File: src/rtl/axi_rd_arbiter_pkg.sv
// -----------------------------------------------------------------------------
// axi_rd_arbiter_pkg
//   Shared definitions for the AXI4 read-channel arbiter:
//     - arb_state_e : transaction FSM states (IDLE / ADDR / DATA)
//     - AXI constants (INCR burst, OKAY response)
//     - requester index constants (ICache / DCache / uncached load)
//     - idx_width() : width of a requester index for a given count
// -----------------------------------------------------------------------------
package axi_rd_arbiter_pkg;

  typedef enum logic [1:0] {
    IDLE = 2'd0,
    ADDR = 2'd1,
    DATA = 2'd2
  } arb_state_e;

  localparam logic [1:0] BURST_INCR = 2'b01;
  localparam logic [1:0] RESP_OKAY  = 2'b00;

  localparam int REQ_ICACHE  = 0;
  localparam int REQ_DCACHE  = 1;
  localparam int REQ_UNCACHE = 2;

  // A single requester still needs a 1-bit index so the ports stay legal.
  function automatic int idx_width(input int n);
    return (n > 1) ? $clog2(n) : 1;
  endfunction

endpackage

File: src/rtl/axi_rd_arbiter_arb_picker.sv
// -----------------------------------------------------------------------------
// arb_picker
//   Combinational rotating-priority picker. The search begins at requester
//   'start' and wraps around; the first asserted request wins.
//   With a constant 'start' this is a fixed-priority arbiter whose order is the
//   rotation beginning at that index.
//
// Ports:
//   req   in  N      request vector
//   start in  IDX_W  index searched first
//   gnt   out N      one-hot winner (all zero when no request)
//   idx   out IDX_W  binary index of the winner (0 when no request)
//   any   out 1      at least one request is asserted
// -----------------------------------------------------------------------------
module arb_picker
  import axi_rd_arbiter_pkg::*;
#(
  parameter int N     = 3,
  parameter int IDX_W = idx_width(N)
) (
  input  logic [N-1:0]     req,
  input  logic [IDX_W-1:0] start,
  output logic [N-1:0]     gnt,
  output logic [IDX_W-1:0] idx,
  output logic             any
);

  // NOTE: every output gets a default before the search loop, so no path
  // through this block leaves a signal unassigned and no latch is inferred.
  always_comb begin
    int k;
    gnt = '0;
    idx = '0;
    any = 1'b0;
    k   = 0;
    for (int i = 0; i < N; i++) begin
      k = (int'(start) + i) % N;
      if (!any && req[k]) begin
        any    = 1'b1;
        gnt[k] = 1'b1;
        idx    = IDX_W'(k);
      end
    end
  end

endmodule

File: src/rtl/axi_rd_arbiter.sv
// -----------------------------------------------------------------------------
// axi_rd_arbiter
//   Shares one AXI4 AR/R channel pair among the memory-side read requesters
//   (0: ICache refill, 1: DCache refill, 2: uncached load). One transaction is
//   outstanding at a time: arbitrate (IDLE), present the address (ADDR),
//   steer every beat to the owner (DATA), then release through one IDLE cycle.
//
//   Build option: define ARB_ROUND_ROBIN_EN for round-robin arbitration
//   (search starts after the previous winner). Without it, fixed priority
//   DCache > uncache > ICache.
//
// Ports:
//   clk, rst                       clock, synchronous active-high reset
//   req_valid/addr/len/size        per-requester request (flattened vectors)
//   req_gnt                        AR handshake pulse to the owner
//   req_rvalid                     beat valid, owner only
//   req_rlast/rdata/rerr           shared beat sideband
//   arid..arvalid, arready         AXI read-address channel
//   rid..rvalid, rready            AXI read-data channel
// -----------------------------------------------------------------------------
module axi_rd_arbiter
  import axi_rd_arbiter_pkg::*;
#(
  parameter int NUM_REQ = 3,
  parameter int ID_W    = 4
) (
  input  logic                    clk,
  input  logic                    rst,

  input  logic [NUM_REQ-1:0]      req_valid,
  input  logic [32*NUM_REQ-1:0]   req_addr,
  input  logic [8*NUM_REQ-1:0]    req_len,
  input  logic [3*NUM_REQ-1:0]    req_size,
  output logic [NUM_REQ-1:0]      req_gnt,
  output logic [NUM_REQ-1:0]      req_rvalid,
  output logic                    req_rlast,
  output logic [31:0]             req_rdata,
  output logic                    req_rerr,

  output logic [ID_W-1:0]         arid,
  output logic [31:0]             araddr,
  output logic [7:0]              arlen,
  output logic [2:0]              arsize,
  output logic [1:0]              arburst,
  output logic                    arvalid,
  input  logic                    arready,

  input  logic [ID_W-1:0]         rid,
  input  logic [31:0]             rdata,
  input  logic [1:0]              rresp,
  input  logic                    rlast,
  input  logic                    rvalid,
  output logic                    rready
);

  localparam int IDX_W = idx_width(NUM_REQ);

  arb_state_e        state, state_nxt;
  logic [IDX_W-1:0]  owner;
  logic              launch;

  logic [NUM_REQ-1:0] win_gnt;
  logic [IDX_W-1:0]   win_idx;
  logic               win_any;
  logic [IDX_W-1:0]   start_ptr;

  // ---------------------------------------------------------------------------
  // Arbitration start point
  // ---------------------------------------------------------------------------
`ifdef ARB_ROUND_ROBIN_EN
  logic [IDX_W-1:0] rr_ptr;

  // The requester after the last winner is searched first next time.
  always_ff @(posedge clk) begin
    if (rst) begin
      rr_ptr <= '0;
    end else if (launch) begin
      rr_ptr <= IDX_W'((int'(win_idx) + 1) % NUM_REQ);
    end
  end

  assign start_ptr = rr_ptr;
`else
  // Searching from DCache gives the order DCache, uncache, ICache.
  assign start_ptr = IDX_W'(REQ_DCACHE);
`endif

  arb_picker #(
    .N     (NUM_REQ),
    .IDX_W (IDX_W)
  ) u_picker (
    .req   (req_valid),
    .start (start_ptr),
    .gnt   (win_gnt),
    .idx   (win_idx),
    .any   (win_any)
  );

  // ---------------------------------------------------------------------------
  // State register
  // ---------------------------------------------------------------------------
  // NOTE: sequential state uses non-blocking assignments so every register
  // samples pre-edge values regardless of block ordering.
  always_ff @(posedge clk) begin
    if (rst) begin
      state <= IDLE;
    end else begin
      state <= state_nxt;
    end
  end

  // ---------------------------------------------------------------------------
  // Owner and AR payload, captured once at IDLE->ADDR so requester-side
  // changes during the transaction cannot disturb the address channel.
  // ---------------------------------------------------------------------------
  logic [31:0] araddr_q;
  logic [7:0]  arlen_q;
  logic [2:0]  arsize_q;

  // NOTE: these are plain datapath registers, not a memory array, so a
  // reset is cheap; it keeps the AR bus at a known zero after reset.
  always_ff @(posedge clk) begin
    if (rst) begin
      owner    <= '0;
      araddr_q <= '0;
      arlen_q  <= '0;
      arsize_q <= '0;
    end else if (launch) begin
      owner    <= win_idx;
      araddr_q <= req_addr[int'(win_idx)*32 +: 32];
      arlen_q  <= req_len [int'(win_idx)*8  +: 8];
      arsize_q <= req_size[int'(win_idx)*3  +: 3];
    end
  end

  assign arid    = ID_W'(owner);
  assign araddr  = araddr_q;
  assign arlen   = arlen_q;
  assign arsize  = arsize_q;
  assign arburst = BURST_INCR;

  // ---------------------------------------------------------------------------
  // Next-state and handshake outputs
  // ---------------------------------------------------------------------------
  always_comb begin
    state_nxt  = state;
    launch     = 1'b0;
    arvalid    = 1'b0;
    rready     = 1'b0;
    req_gnt    = '0;
    req_rvalid = '0;

    unique case (state)
      IDLE: begin
        if (win_any) begin
          launch    = 1'b1;
          state_nxt = ADDR;
        end
      end

      ADDR: begin
        arvalid = 1'b1;
        if (arready) begin
          req_gnt[owner] = 1'b1;
          state_nxt      = DATA;
        end
      end

      DATA: begin
        rready = 1'b1;
        if (rvalid) begin
          req_rvalid[owner] = 1'b1;
          if (rlast) begin
            state_nxt = IDLE;
          end
        end
      end

      default: state_nxt = IDLE;
    endcase
  end

  // Beat sideband is shared; only the owner's req_rvalid qualifies it.
  assign req_rdata = rdata;
  assign req_rlast = rlast;
  assign req_rerr  = (rresp != RESP_OKAY);

  // ---------------------------------------------------------------------------
  // Protocol checks (ignored by synthesis)
  // ---------------------------------------------------------------------------
  // A mismatched rid is still delivered to the owner; flag it in simulation.
  rid_matches_owner: assert property (@(posedge clk) disable iff (rst)
    (state == DATA && rvalid) |-> (rid == ID_W'(owner)));

  // The interconnect must not return data before the address is accepted.
  no_rvalid_outside_data: assert property (@(posedge clk) disable iff (rst)
    (state != DATA) |-> !rvalid);

endmodule

File: config.mk
export PLATFORM = sky130hd
export DESIGN_NAME = axi_rd_arbiter
export DESIGN_NICKNAME = d
export VERILOG_FILES = /design/src/rtl/axi_rd_arbiter_pkg.sv /design/src/rtl/axi_rd_arbiter_arb_picker.sv /design/src/rtl/axi_rd_arbiter.sv
export SDC_FILE = /design/constraint.sdc
export NUM_CORES = 1
export LEC_CHECK = 0
export ABC_CLOCK_PERIOD_IN_PS = 1840
export BUFFER_PORTS_ARGS = -buffer_cell sky130_fd_sc_hd__buf_2
export CAP_MARGIN = 20
export CORE_AREA = 2 2 103 105
export DETAILED_ROUTE_END_ITERATION = 10
export DIE_AREA = 0 0 105 107
export SLEW_MARGIN = 10
export SYNTH_ARGS = -nofsm -noshare
export SYNTH_HDL_FRONTEND = slang
export SYNTH_SLANG_ARGS = --single-unit
File: constraint.sdc
create_clock -name clk -period 1.84 [get_ports clk]
set_input_delay 0 -clock clk [delete_from_list [all_inputs] [get_ports clk]]
set_output_delay 0 -clock clk [all_outputs]
set_load 0.03 [all_outputs]
======== After elaboration in Yosys (flattened, before gate mapping) ========
Cells that the tools add are included.
word-level totals
  bits in registers ....................... 47
  latch bits .............................. 0
  bits in writable memories ............... 0
  bits in read-only memories .............. 0
  output and inout port bits .............. 91
  word-level logic and storage cells ...... 46
  memories kept ........................... 0
operators by class
  add/sub/neg operators ................... 0
  multiply operators ...................... 1
  divide/modulo/power cells ............... 0
  magnitude comparators ................... 2
  equality and inequality tests ........... 6
  shift-type cells ........................ 3
  mux-type cells .......................... 21
  bitwise operators ....................... 0
  reductions and logical operators ........ 8
operators by type and width
  kind                                                                                 count
  96-bit by 8-bit indexed part select with 32-bit output                               1
  24-bit by 6-bit indexed part select with 8-bit output                                1
  2-bit two-way mux                                                                    6
  3-bit two-way mux                                                                    4
  1-bit two-way mux                                                                    9
  9-bit by 5-bit indexed part select with 3-bit output                                 1
  2-bit != test, second input constant                                                 3
  2-bit case mux with 3 select lines                                                   1
  2-bit by 2-bit multiplier with 4-bit output, second input constant                   1
  4-bit AND reduction                                                                  1
  1-bit logical AND                                                                    3
  2-bit by 3-bit < comparator with 1-bit output, second input constant                 1
  1-bit demux with 2-bit select                                                        1
  2-bit by 1-bit == test with 1-bit output, second input constant                      1
  2-bit == test, second input constant                                                 1
  2-bit by 1-bit greater-or-equal comparator with 1-bit output, second input constant  1
  1-bit zero test                                                                      2
  2-bit zero test                                                                      1
  2-bit by 1-bit != test with 1-bit output, second input constant                      1
  2-bit nonzero test                                                                   1

======== Longest topological paths before layout ========
  word-level depth ........................ 9
  gate-level depth with buffers ........... 6
  depth with buffers taken out ............ 3

======== By module ========
A second synthesis with hierarchy kept.
second synthesis, totals
  cells, all modules ...................... 365
  area, all modules ....................... 3270.6 µm²
by module, submodules not included
  module          times used  cells each  area each (µm²)
  axi_rd_arbiter  1           313         2889.0
  arb_picker      1           52          381.6

======== Least setup slack after synthesis ========
OpenSTA, ideal clock, no wires.
  path kind ............................... reg-to-output
  start point ............................. reg state[0]
  end point ............................... out req_gnt[0]
  arrival ................................. 1.941 ns
  required time ........................... 1.840 ns
  slack ................................... -0.101 ns
  stages on the path, launching flop included .. 5
  path buffers ............................ 1
  cell sequence ........................... dfxtp_1 -> clkbuf_1 -> nor2b_1 -> nand2_1 -> nor3_1
on the way
  word-level cells in the longest chain between the ends .. 2
ends and longest elaborated chain
  what                                      line                   source
  start, declared                           axi_rd_arbiter.sv:58   arb_state_e state, state_nxt;
  start signal, assigned                    axi_rd_arbiter.sv:108  state <= state_nxt;
  2-bit by 1-bit == test with 1-bit output  axi_rd_arbiter.sv:153  unique case (state)
  3-bit two-way mux                         axi_rd_arbiter.sv:153
  end, declared                             axi_rd_arbiter.sv:34   output logic [NUM_REQ-1:0] req_gnt,
No other way between the ends.

======== Final worst setup path ========
  start point ............................. reg state[1]
  end point ............................... out req_rvalid[0]
on the way
  word-level cells in the longest chain between the ends .. 2
ends and longest elaborated chain
  what               line                   source
  2-bit == test      axi_rd_arbiter.sv:153
  3-bit two-way mux  axi_rd_arbiter.sv:153
  end, declared      axi_rd_arbiter.sv:35   output logic [NUM_REQ-1:0] req_rvalid,
No other way between the ends.

==> metrics.md <==
| Metric | Value |
|---|---|
| Run status | `complete, no violations` |
| Sort of element at the start of the critical path | `flop` |
| Critical Path RT | `1.84 ns` |
| Reg2reg path depth | `5` |
| Measured slew at the worst slew-check pin | `0.719 ns` |
| H-tree level count | `2` |
| Global routing met1 resource utilization | `about an eighth` |
| Area overhead of the layout relative to synthesis | `34.1%` |
| M2 GR Usage | `around a quarter` |
| Number of max-slew violations in the final report | `0` |
| Cell taking the most area after synthesis | `sky130_fd_sc_hd__dfxtp_1` |
| Highest net fanout along the worst path | `6` |
| Maximum buffer depth of the clock tree | `2` |
| Layout fillers | `between 1000 and 1500` |
| Number of flops mapped to enable cells by yosys | `0` |
| Class of the most critical setup path | `reg2out` |
| Leakage power total | `~2.0 nW` |
| Areal power density over the cells | `about 700 nW/um^2` |
| Total number of yosys warnings | `0` |
| Number of global-route vias before repair | `approximately 2600` |
| Type of the most critical hold path | `in2out` |
| Die Y-Extent | `between 100 and 150 um` |
| Post-layout utilization of the core | `between 30% and 40%` |
| Startpoint of the worst-slack reg-to-reg timing path | `state[0]` |
| Resized Gates After CTS | `0` |
| Half-perimeter wire length after detailed placement | `between 5000 and 6000 um` |
| Insertion delay of the later-clocked pin in the worst-skew pair | `about 0.29 ns` |
| Layer with the highest usage | `met2` |
| GR met3 Demand/Resource | `approximately 3.5%` |
| Routed via count | `between 2000 and 3000` |
| Count of state elements after synthesis | `47` |
| Starting utilization of the core area | `27.1%` |
| Number of maximum-capacitance constraint violations | `0` |
| Critical path endpoint category | `primary output` |
| Worst setup slack after placement | `0.0273 ns` |
| Wirelength per Cell | `~13 um` |
| Internal reg-to-reg setup slack | `~0.38 ns` |
| I/O pin count | `266` |
| Worst clock skew | `0.00397 ns` |
| Number of buffers created by CTS | `5` |
| Netlist area before placement | `2730 um^2` |
| Total congestion overflow | `0` |
| Worst vdd ir | `between 200 and 300 uV` |
| Global routing usage summed across all routing layers | `about an eighth` |
| Root buffer selected by CTS | `sky130_fd_sc_hd__clkbuf_8` |
| FF-to-FF End | `araddr[21]` |
| Share of synthesized registers carrying an async set or reset | `0%` |
| Post-Synthesis Mean Instance Area | `approximately 8.7 um^2` |
| Final Hold Viols | `0` |
| RSZ-0062 raised after global routing | `false` |
| Area contributors post-synth | `sky130_fd_sc_hd__dfxtp_1 34%, sky130_fd_sc_hd__mux2i_1 16%, sky130_fd_sc_hd__a22o_1 14%` |
| Gpl congestion | `between 0.7 and 0.8` |
| CTS tree | `built` |
| Maximum number of pins on one net before global-route repair | `90` |
| Number of library cell types mapped by synthesis | `23` |
| Total Nets Final | `roughly 640` |
| Global-route wire length before repair | `11700 um` |
| # diodes | `0` |
| Max-Slew Margin vs Limit | `52.1%` |
| Die width | `105 um` |
| Hold Crit Depth | `0` |
| Final critical-path share of the clock period | `about 83%` |
| Least setup slack across all paths after layout | `~0.31 ns` |
| Worst hold margin | `0.00000840 ns` |
| Final wirelength | `about 7500 um` |
| Post-layout min period | `1.53 ns` |
| Core Area | `between 10000 and 15000 um^2` |
| Critical path data arrival time | `approximately 1.5 ns` |
| Finish-stage setup viols | `0` |
| # DRC | `0` |
| Routed Antenna Nets | `0` |
| Endpoint with the worst hold slack | `req_rdata[24]` |
| Ys flop type | `sky130_fd_sc_hd__dfxtp_1` |
| Post-Syn Instances | `roughly 310` |
| Number of search-and-repair iterations in the first detailed-routing pass | `4` |
| Number of port buffers | `between 150 and 200` |
| FMAX | `between 0.6 and 0.7 GHz` |
| Clock transition at the register clock pins on the worst setup and hold paths after CTS | `roughly 0.08 ns` |
| Num rows | `37` |
| Antenna violations before repair | `0` |
| Portion of synthesized cell area occupied by the leading cell type | `approximately a third` |
| Sinks on Clock Net | `47` |
| Average via count per standard cell | `4.53` |
| Hold_sp | `rdata[24]` |
| Area of the die | `roughly 11000 um^2` |
| Design Power | `about 0.0026 W` |
| First DRT Iteration DRCs | `117` |
| Total Negative Setup Slacks | `0 ns` |
| Post-synthesis sequential area ratio | `between 30% and 40%` |
| Fraction of final layout cells sized beyond drive strength 1 | `45.8%` |
per-layer routing:
layer / share of wire (%) / up-vias
met2: 51 / 136
li1: - / 1369
met5: 0 / -
met3: 8.6 / 14
met1: 39 / 1205
met4: 1.3 / 0
area by class of cell:
| class | count | area, um^2 | share of cell area, % |
|---|---|---|---|
| Clock buffer | 7 | 76.3 | 2.08 |
| Clock inverter | 1 | 5.00 | 0.136 |
| Multi-Input combinational cell | 206 | 1390 | 38.0 |
| Sequential cell | 47 | 941 | 25.7 |
| Tap cell | 136 | 170 | 4.64 |
| Timing Repair Buffer | 204 | 1080 | 29.5 |
where the power goes:
part           total [W]  internal (W)  switching, W
logic           0.000847      0.000351      0.000496
clock network   0.000591      0.000267      0.000324
registers        0.00117       0.00112     0.0000547
Yosys cell counts (3+ instances only):
cell type / n
sky130_fd_sc_hd__clkbuf_1: 10
sky130_fd_sc_hd__nor3_1: 3
sky130_fd_sc_hd__dfxtp_1: 47
sky130_fd_sc_hd__a21oi_1: 3
sky130_fd_sc_hd__o21ai_0: 43
sky130_fd_sc_hd__nand2_1: 48
sky130_fd_sc_hd__buf_4: 37
sky130_fd_sc_hd__buf_6: 5
sky130_fd_sc_hd__a22o_1: 43
sky130_fd_sc_hd__buf_2: 10
sky130_fd_sc_hd__mux2i_1: 43
sky130_fd_sc_hd__nor2_1: 6
worst max-delay path by stage:
stage                  start             to  slack, ns  depth (start not counted)
finish              state[1]  req_rvalid[0]       0.31                          5
CTS                      rst      arsize[1]    0.00003                          5
detailed placement  state[1]      arsize[1]       0.03                          3
global placement    state[1]       arlen[7]       0.09                          3
floorplan           state[0]  req_rvalid[0]       0.02                          4
global route        state[1]  req_rvalid[0]       0.19                          5
worst max-delay path, cell delays in order, from the launching register on:
cell	delay (ns)
sky130_fd_sc_hd__dfxtp_1	0.38
sky130_fd_sc_hd__buf_4	0.16
sky130_fd_sc_hd__nor2b_1	0.21
sky130_fd_sc_hd__nand2_1	0.12
sky130_fd_sc_hd__nor3_1	0.15
sky130_fd_sc_hd__buf_2	0.22
state kept, by name, summed over array words and instances, names as in the netlist:
name / count
araddr: 32
arsize: 3
arlen: 8
state: 2
owner: 2
cells by family (layout without fill, tap and decap cells):
logic type / after synthesis / in the layout / synth area share [%]
and+or+nand+nor: 65 / 65 / 10.3
muxes: 43 / 43 / 15.7
other: 2 / 4 / 0.275
DFF: 47 / 47 / 34.4
buffers and inverters: 62 / 212 / 15.4
AOI/OAI and AO/OA: 94 / 94 / 23.9
timing repair:
item,4_1_cts,5_1_grt
hold buffers,2,0
endpoints found under the hold margin,3,0
setup buffers,0,0
through the flow:
stage | cell area [um^2] | cells
floorplan | 2750 | 315
global placement | 3550 | 590
detailed placement | 3550 | 590
CTS | 3660 | 600
global route | 3670 | 601
finish | 3670 | 601
cell usage in the layout, fill, tap and decap left out:
master / synthesis / final
sky130_fd_sc_hd__nand2_1: 48 / 48
sky130_fd_sc_hd__o21a_1: 1 / 1
sky130_fd_sc_hd__buf_2: 10 / 193
sky130_fd_sc_hd__buf_6: 5 / 1
sky130_fd_sc_hd__nor2b_1: 2 / 2
sky130_fd_sc_hd__clkbuf_8: 0 / 5
sky130_fd_sc_hd__nor4_4: 0 / 1
sky130_fd_sc_hd__dfxtp_1: 47 / 47
sky130_fd_sc_hd__mux2i_1: 43 / 43
sky130_fd_sc_hd__clkinv_2: 0 / 1
sky130_fd_sc_hd__nor3_2: 0 / 1
sky130_fd_sc_hd__conb_1: 2 / 4
sky130_fd_sc_hd__clkbuf_1: 10 / 2
sky130_fd_sc_hd__a22o_1: 43 / 43
sky130_fd_sc_hd__nor3_1: 3 / 2
sky130_fd_sc_hd__or2_2: 1 / 1
sky130_fd_sc_hd__o31ai_1: 2 / 2
sky130_fd_sc_hd__buf_4: 37 / 6
sky130_fd_sc_hd__o21ai_0: 43 / 43
sky130_fd_sc_hd__nand2b_1: 2 / 2
sky130_fd_sc_hd__buf_12: 0 / 2
sky130_fd_sc_hd__nor2_1: 6 / 6
sky130_fd_sc_hd__a21oi_4: 1 / 1
sky130_fd_sc_hd__or3_4: 1 / 1
sky130_fd_sc_hd__dlygate4sd3_1: 0 / 2
sky130_fd_sc_hd__a211oi_1: 1 / 1
sky130_fd_sc_hd__a21oi_1: 3 / 3
sky130_fd_sc_hd__nand3b_1: 1 / 1
Power figures use the tool's default switching activity.
